**config.mk**
```make
export PLATFORM = sky130hd
export DESIGN_NAME = minute_counter60
export DESIGN_NICKNAME = d
export VERILOG_FILES = /design/src/rtl/minute_counter60.sv
export SDC_FILE = /design/constraint.sdc
export NUM_CORES = 1
export LEC_CHECK = 0
export BUFFER_PORTS_ARGS = -buffer_cell sky130_fd_sc_hd__buf_2
export CORE_MARGIN = 2
export CORE_UTILIZATION = 47
export CTS_BUF_LIST = sky130_fd_sc_hd__clkbuf_8 sky130_fd_sc_hd__clkbuf_16
export DETAILED_ROUTE_END_ITERATION = 8
export PLACE_DENSITY = 0.73
export SYNTH_ARGS = -nofsm -noshare
export SYNTH_HDL_FRONTEND = slang
export SYNTH_SLANG_ARGS = --single-unit
```
**constraint.sdc**
```tcl
create_clock -name ck -period 2.25 [get_ports ck]
set_input_delay 0.45 -clock ck [delete_from_list [all_inputs] [get_ports ck]]
set_output_delay 0.45 -clock ck [all_outputs]
set_load 0.005 [all_outputs]
```
**src/rtl/minute_counter60.sv**
```systemverilog
// rtl/minute_counter60.sv - BCD mod-60 time and alarm minute counters with carry and alarm-hit pulses
// Optional feature macro: SET_CARRY_EN (manual 59->00 wraps also pulse carry_clock).
module minute_counter60 #(
  parameter int RST_CLOCK_MIN = 0,
  parameter int RST_ALARM_MIN = 0
) (
  input  logic       ck,
  input  logic       reset,
  input  logic       min_tick,
  input  logic       up_clock60,
  input  logic       up_alarm60,
  output logic [3:0] clk_units,
  output logic [2:0] clk_tens,
  output logic [3:0] alm_units,
  output logic [2:0] alm_tens,
  output logic       carry_clock,
  output logic       alarm_hit
);

  localparam logic [3:0] RST_CLK_U = 4'(RST_CLOCK_MIN % 10);
  localparam logic [2:0] RST_CLK_T = 3'(RST_CLOCK_MIN / 10);
  localparam logic [3:0] RST_ALM_U = 4'(RST_ALARM_MIN % 10);
  localparam logic [2:0] RST_ALM_T = 3'(RST_ALARM_MIN / 10);

  // Returns {tens, units} of the BCD minute value plus one, wrapping 59 -> 00.
  function automatic logic [6:0] bcd_inc(input logic [2:0] tens, input logic [3:0] units);
    logic [2:0] t;
    logic [3:0] u;
    t = tens;
    u = units;
    if (u >= 4'd9) begin
      u = 4'd0;
      if (t >= 3'd5) t = 3'd0;
      else t = 3'(t + 3'd1);
    end else begin
      u = 4'(u + 4'd1);
    end
    return {t, u};
  endfunction

  logic [3:0] clk_units_q, clk_units_d;
  logic [2:0] clk_tens_q, clk_tens_d;
  logic [3:0] alm_units_q, alm_units_d;
  logic [2:0] alm_tens_q, alm_tens_d;
  logic       pend_q, pend_d;
  logic       carry_q, carry_d;
  logic       hit_q, hit_d;
  logic       time_inc;
  logic       time_at_max;

  always_comb begin
    clk_units_d = clk_units_q;
    clk_tens_d  = clk_tens_q;
    alm_units_d = alm_units_q;
    alm_tens_d  = alm_tens_q;

    // Any source yields exactly one increment; the tick wins and a clashing
    // manual strobe waits in the pending flag.
    time_inc    = min_tick | pend_q | up_clock60;
    time_at_max = (clk_tens_q >= 3'd5) && (clk_units_q >= 4'd9);

    if (time_inc) begin
      {clk_tens_d, clk_units_d} = bcd_inc(clk_tens_q, clk_units_q);
    end
    if (up_alarm60) begin
      {alm_tens_d, alm_units_d} = bcd_inc(alm_tens_q, alm_units_q);
    end

    if (min_tick) pend_d = pend_q | up_clock60;
    else          pend_d = pend_q & up_clock60;

`ifdef SET_CARRY_EN
    carry_d = time_inc && time_at_max;
`else
    carry_d = min_tick && time_at_max;
`endif

    hit_d = min_tick && ({clk_tens_d, clk_units_d} == {alm_tens_d, alm_units_d});
  end

  always_ff @(posedge ck) begin
    if (reset) begin
      clk_units_q <= RST_CLK_U;
      clk_tens_q  <= RST_CLK_T;
      alm_units_q <= RST_ALM_U;
      alm_tens_q  <= RST_ALM_T;
      pend_q      <= 1'b0;
      carry_q     <= 1'b0;
      hit_q       <= 1'b0;
    end else begin
      clk_units_q <= clk_units_d;
      clk_tens_q  <= clk_tens_d;
      alm_units_q <= alm_units_d;
      alm_tens_q  <= alm_tens_d;
      pend_q      <= pend_d;
      carry_q     <= carry_d;
      hit_q       <= hit_d;
    end
  end

  assign clk_units   = clk_units_q;
  assign clk_tens    = clk_tens_q;
  assign alm_units   = alm_units_q;
  assign alm_tens    = alm_tens_q;
  assign carry_clock = carry_q;
  assign alarm_hit   = hit_q;

endmodule

```
**Yosys cells after proc, flatten, opt, wreduce, memory -nomap -nowiden**

Index checks and enable logic that the tools add are counted.

- Logic and storage cells: 34
- Register bits after elaboration: 17
- Bits of input ports: 5

- Equal/unequal tests: 1
- Reductions and logical operators: 3
- Bitwise logic cells: 4
- $add $sub $neg: 4
- $lt $le $gt $ge: 4
- Mux-type cells: 11

Operators with widths:

| operator | count |
|---|---|
| 2-to-1 mux 3 bit | 6 |
| 2-to-1 mux 4 bit | 4 |
| adder 4 x 1 -> 4 bit (second input constant) | 2 |
| greater-or-equal comparator 4 bit (second input constant) | 2 |
| == test 7 bit | 1 |
| adder 3 x 1 -> 3 bit (second input constant) | 2 |
| greater-or-equal comparator 3 bit (second input constant) | 2 |
| logical AND 1 bit | 3 |
| OR 1 bit | 3 |
| AND 1 bit | 1 |
| 2-to-1 mux 1 bit | 1 |

**Longest topological paths before layout**

- Word-level depth: 6
- Depth in mapped cells: 8

**Worst setup path before layout**

No wires, ideal clock.

- Path kind: reg2reg
- Start point: reg clk_units_q[1] (netlist: clk_units[1])
- End point: reg hit_q (netlist: alarm_hit)
- Arrival: 2.262 ns
- Setup time: 0.088 ns
- Path slack: -0.100 ns
- Required time: 2.162 ns
- Stages on the path, launching flop included: 9
- Path through: dfxtp_1 > inv_1 > ha_1 > or3b_4 > a2111o_1 > and2_4 > xor2_1 > o41a_1 > nor4_2

- Longest elaborated chain between the ends: 5
- Elaborated cells on any way between the ends: 8

RTL lines:

| item | RTL line | source |
|---|---|---|
| start, declared | 41 | `logic [3:0] clk_units_q, clk_units_d;` |
| start signal, assigned | 91 | `clk_units_q <= clk_units_d;` |
| adder 4 x 1 -> 4 bit or greater-or-equal comparator 4 bit (tied branches) | 36, 31 |  |
| 2-to-1 mux 4 bit or 2-to-1 mux 3 bit (tied branches) | 31 | `if (u >= 4'd9) begin` |
| 2-to-1 mux 4 bit or 2-to-1 mux 3 bit (tied branches) | 62 | `if (time_inc) begin` |
| == test 7 bit (*) | 78 | `hit_d = min_tick && ({clk_tens_d, clk_units_d} == {alm_tens_d, alm_units_d});` |
| logical AND 1 bit (*) | 78 |  |
| end signal, assigned | 97 | `hit_q <= hit_d;` |
| end, declared | 47 | `logic hit_q, hit_d;` |

Every way passes the cells marked *; elsewhere a longest branch is shown, timed or not.
A chain may end at the register's enable or synchronous reset.

**Worst setup path after layout**

Ends and elaborated chain as after synthesis.

==> flow_summary_export.csv <==
group,metric,value,unit
floorplanning,fp.dieArea,2518,µm²
logic_synthesis,synthArstFlopShare,0,%
global_routing,grt_util_all_layers,19.10,%
logic_synthesis,yosysUniqueCellTypes,34,
sta,finalCriticalPeriod,2195,ps
route,drc,0,
worst_setup_path,slowest_delay,390,ps
placement,io_buffer_count,20,
worst_setup_path,path_cells,"inv_2 > ha_2 > or3b_4 > a2111o_1 > and2_4 > xor2_1 > o41a_1 > nor4_2",
logic_synthesis,synthXorXnorAreaFrac,6.991,%
logic_synthesis,seq_area_frac_synth,33.96,%
global_routing,grt_pass1_wl,3.767,mm
cells_and_area,fin_cells,172,
route,final_antenna_net_count,0,
cells_and_area,fin_area,1232,µm²
route,vias,929,
cells_and_area,area_delta_synth_final,22.97,%
run,maxCapViolations,0,
cells_and_area,antenna_cells,0,
route,wl_per_cell,12.36,µm
floorplanning,start_util,50.57,%
logic_synthesis,synth_fp_nets,131,
global_routing,overflow,0,
sta,setup_viol,0,
sta,rsz0062_at_grt,"false",
logic_synthesis,syn_avg_cell_area,8.640,µm²
clocking,cts_buffers,3,
logic_synthesis,synth-seq-cells,17,
worst_setup_path,criticalPathCategory,"reg -> reg",
floorplanning,die_w,50.18,µm
hold_path,whs_endpoint,"pend_q",
clocking,ctsHoldBuffers,0,
worst_setup_path,reg2reg_from,"clk_units[1]",
sta,setup-tns-final,0,ps
power_and_ir_drop,p_int,0.4981,mW
route,routed_wl,2.126,mm
power_and_ir_drop,p_leak,0.5676,nW
placement,place.gp.congestion,0.7590,
sta,worst_pin_slew,320.0,ps
clocking,cts.sinks,17,
worst_setup_path,rrSetupSlack,60,ps
power_and_ir_drop,p_switching,0.1820,mW
clocking,path_clk_slew,70,ps
placement,dp_hpwl,1.568,mm
logic_synthesis,synthAdderAreaFrac,12.48,%
hold_path,whs_path_depth,3,
worst_setup_path,worst-path-buf-inv,1,
power_and_ir_drop,sw_frac_of_total,26.76,%
logic_synthesis,synth_cells,116,
logic_synthesis,yosys-top-cells-area,"dfxtp_1 34%, ha_1 12%, nor2_1 6.4%",
power_and_ir_drop,ir_worst_vdd,0.0003739,V
clocking,cts-root-buf,"clkbuf_8",
worst_setup_path,reg2reg_depth,8,
route,drt_iter0_drc,11,
sta,finClkSkew,3.547,ps
logic_synthesis,ys_warn_count,0,
clocking,tritoncts,"yes",
power_and_ir_drop,p_comb_share,18.8,%
worst_setup_path,crit_required,2420,ps
sta,slew_violations,0,
global_routing,grt_max_degree,17,
cells_and_area,multiInputGateArea,626.9,µm²
worst_setup_path,reg2reg_to,"alarm_hit",
logic_synthesis,synth_edf_count,0,
placement,placed_cells,166,
hold_path,min_from,"up_clock60",
clocking,clock_latency,250,ps
clocking,htreeDepth,1,
route,firstDrtPassIters,4,
logic_synthesis,synthesis.area,1002,µm²
logic_synthesis,synth_flop_cell,"dfxtp_1",
floorplanning,design.core.area,1982,µm²
logic_synthesis,yosysTopAreaCell,"dfxtp_1",
cells_and_area,fin_nets,161,
logic_synthesis,synth-simple-area-share,21.85,%
worst_setup_path,crit_path_max_fanout,3,
sta,max_slew_margin,78.44,%
worst_setup_path,crit_path_end_kind,"flip-flop",
logic_synthesis,synth_mux_area_share,2.996,%
logic_synthesis,yosys.area.top_type_share,33.96,%
run_status,status,"finished clean",
hold_path,hold_path.class,"in -> reg",
worst_setup_path,cpLargestDelayFamily,"compound AO/OA/AOI/OAI gates",
clocking,cts.path.max_buffers,2,
worst_setup_path,crit_path_start_kind,"flip-flop",
global_routing,antenna_found_initial,0,
floorplanning,rows,16,
floorplanning,io_pins,21,
global_routing,grt_pass1_vias,906,
power_and_ir_drop,p_seq_share,47.8,%
logic_synthesis,synth_common_cells,"17 x dfxtp_1, 17 x nor2_1, 10 x ha_1",
route,vias_per_cell,5.401,
sta,fin_crit_sh,97.56,%
cells_and_area,fill_cells,171,
placement,place_area,1169,µm²
power_and_ir_drop,power_density,551.9,nW/µm²
power_and_ir_drop,clkPwrFrac,33.3,%
logic_synthesis,synth-compound-area-share,17.98,%
cells_and_area,final-seq-area,342.8,µm²
cells_and_area,drive_gt1_share,28.28,%
floorplanning,die_y,50.18,µm
worst_setup_path,slowest_stage,"a2111o_1",
sta,fmax,0.4556,GHz
sta,hold_viol_final,0,
worst_setup_path,cp.arrival,2360,ps
logic_synthesis,synth_top_family_by_area,"simple AND/OR/NAND/NOR gates",
[state kept, by name, summed over array words and instances, names as in the netlist]
name and count:
alm_tens 3, clk_units 4, pend_q 1, clk_tens 3, alarm_hit 1, carry_clock 1, alm_units 4
[worst max path at each step]
stage	slack (ps)	start	depth (start not counted)	to
final	60	clk_units[1]	8	alarm_hit
after global routing	0.5	clk_units[1]	8	alarm_hit
after CTS	10	clk_units[1]	8	alarm_hit
after detailed placement	2	clk_units[1]	8	alarm_hit
after global placement	70	clk_units[1]	8	alarm_hit
after floorplan	40	clk_units[1]	8	alarm_hit
[layer usage]
metal | wire (µm) | vias up | GRT usage, %
li1 | - | 470 | -
met1 | 996 | 443 | 23.73
met2 | 1038 | 14 | 33.11
met3 | 75 | 2 | 3.869
met4 | 17 | 0 | 5.556
met5 | 0 | - | 0
[per-stage QoR]
stage	utilization, %	hold WS (ps)	total power [mW]	worst slack, ps
floorplan	-	456.9	0.4083	37.88
global placement	58.96	469.4	0.4477	70.14
detailed placement	58.96	497.4	0.4527	2.483
CTS	62.18	473.2	0.6842	11.83
global route	62.18	485.4	0.7177	0.4829
finish	62.18	474.0	0.6801	55.00
[tightest hold or removal path: stages]
cell     delay, ps
buf_2          110
nand2_1         60
a21oi_1         50
[layout by cell type (no fill, tap or decap), drive strengths merged, types with 2 or more instances in the layout]
master / Yosys / routed
a211oi: 2 / 2
a21oi: 5 / 5
and2: 2 / 2
buf: 0 / 27
clkbuf: 2 / 3
dfxtp: 17 / 17
ha: 10 / 10
inv: 8 / 8
mux2i: 3 / 3
nand2: 5 / 5
nand3: 3 / 3
nand4: 2 / 2
nor2: 17 / 17
nor2b: 2 / 2
nor3: 6 / 6
nor4: 2 / 2
o21a: 2 / 2
o21ai: 6 / 6
or3: 2 / 2
xnor2: 4 / 4
xor2: 4 / 4
[kinds of logic after synthesis]
kind of cell,count (synthesis)
muxes,3
buffers and inverters,10
and+or+nand+nor,43
adders and majority gates,10
DFF,17
AOI/OAI and AO/OA,25
xor gates and xnor gates,8
[layout make-up]
type / count / area share, %
multi-input cells: 89 / 50.86
clock inverters: 1 / 0.4061
well taps: 27 / 2.741
repair buffers: 27 / 12.39
clock buffers: 3 / 3.350
flip-flops and latches: 17 / 27.82
inverters: 8 / 2.437
[power groups by stage]
stage | Sequential [mW] | Clock [mW] | Combinational (mW)
detailed placement | 0.332 | 0 | 0.121
global placement | 0.331 | 0 | 0.117
CTS | 0.325 | 0.232 | 0.128
global route | 0.327 | 0.246 | 0.145
finish | 0.325 | 0.227 | 0.128
floorplan | 0.334 | 0 | 0.0745
[timing repair]
item	CTS	global route
gates resized for setup	1	0
pin swaps	4	1
hold endpoints to repair	0	0
buffers inserted	2	0
setup endpoints to repair	1	1
No activity file was read; power rests on OpenSTA's default activity.
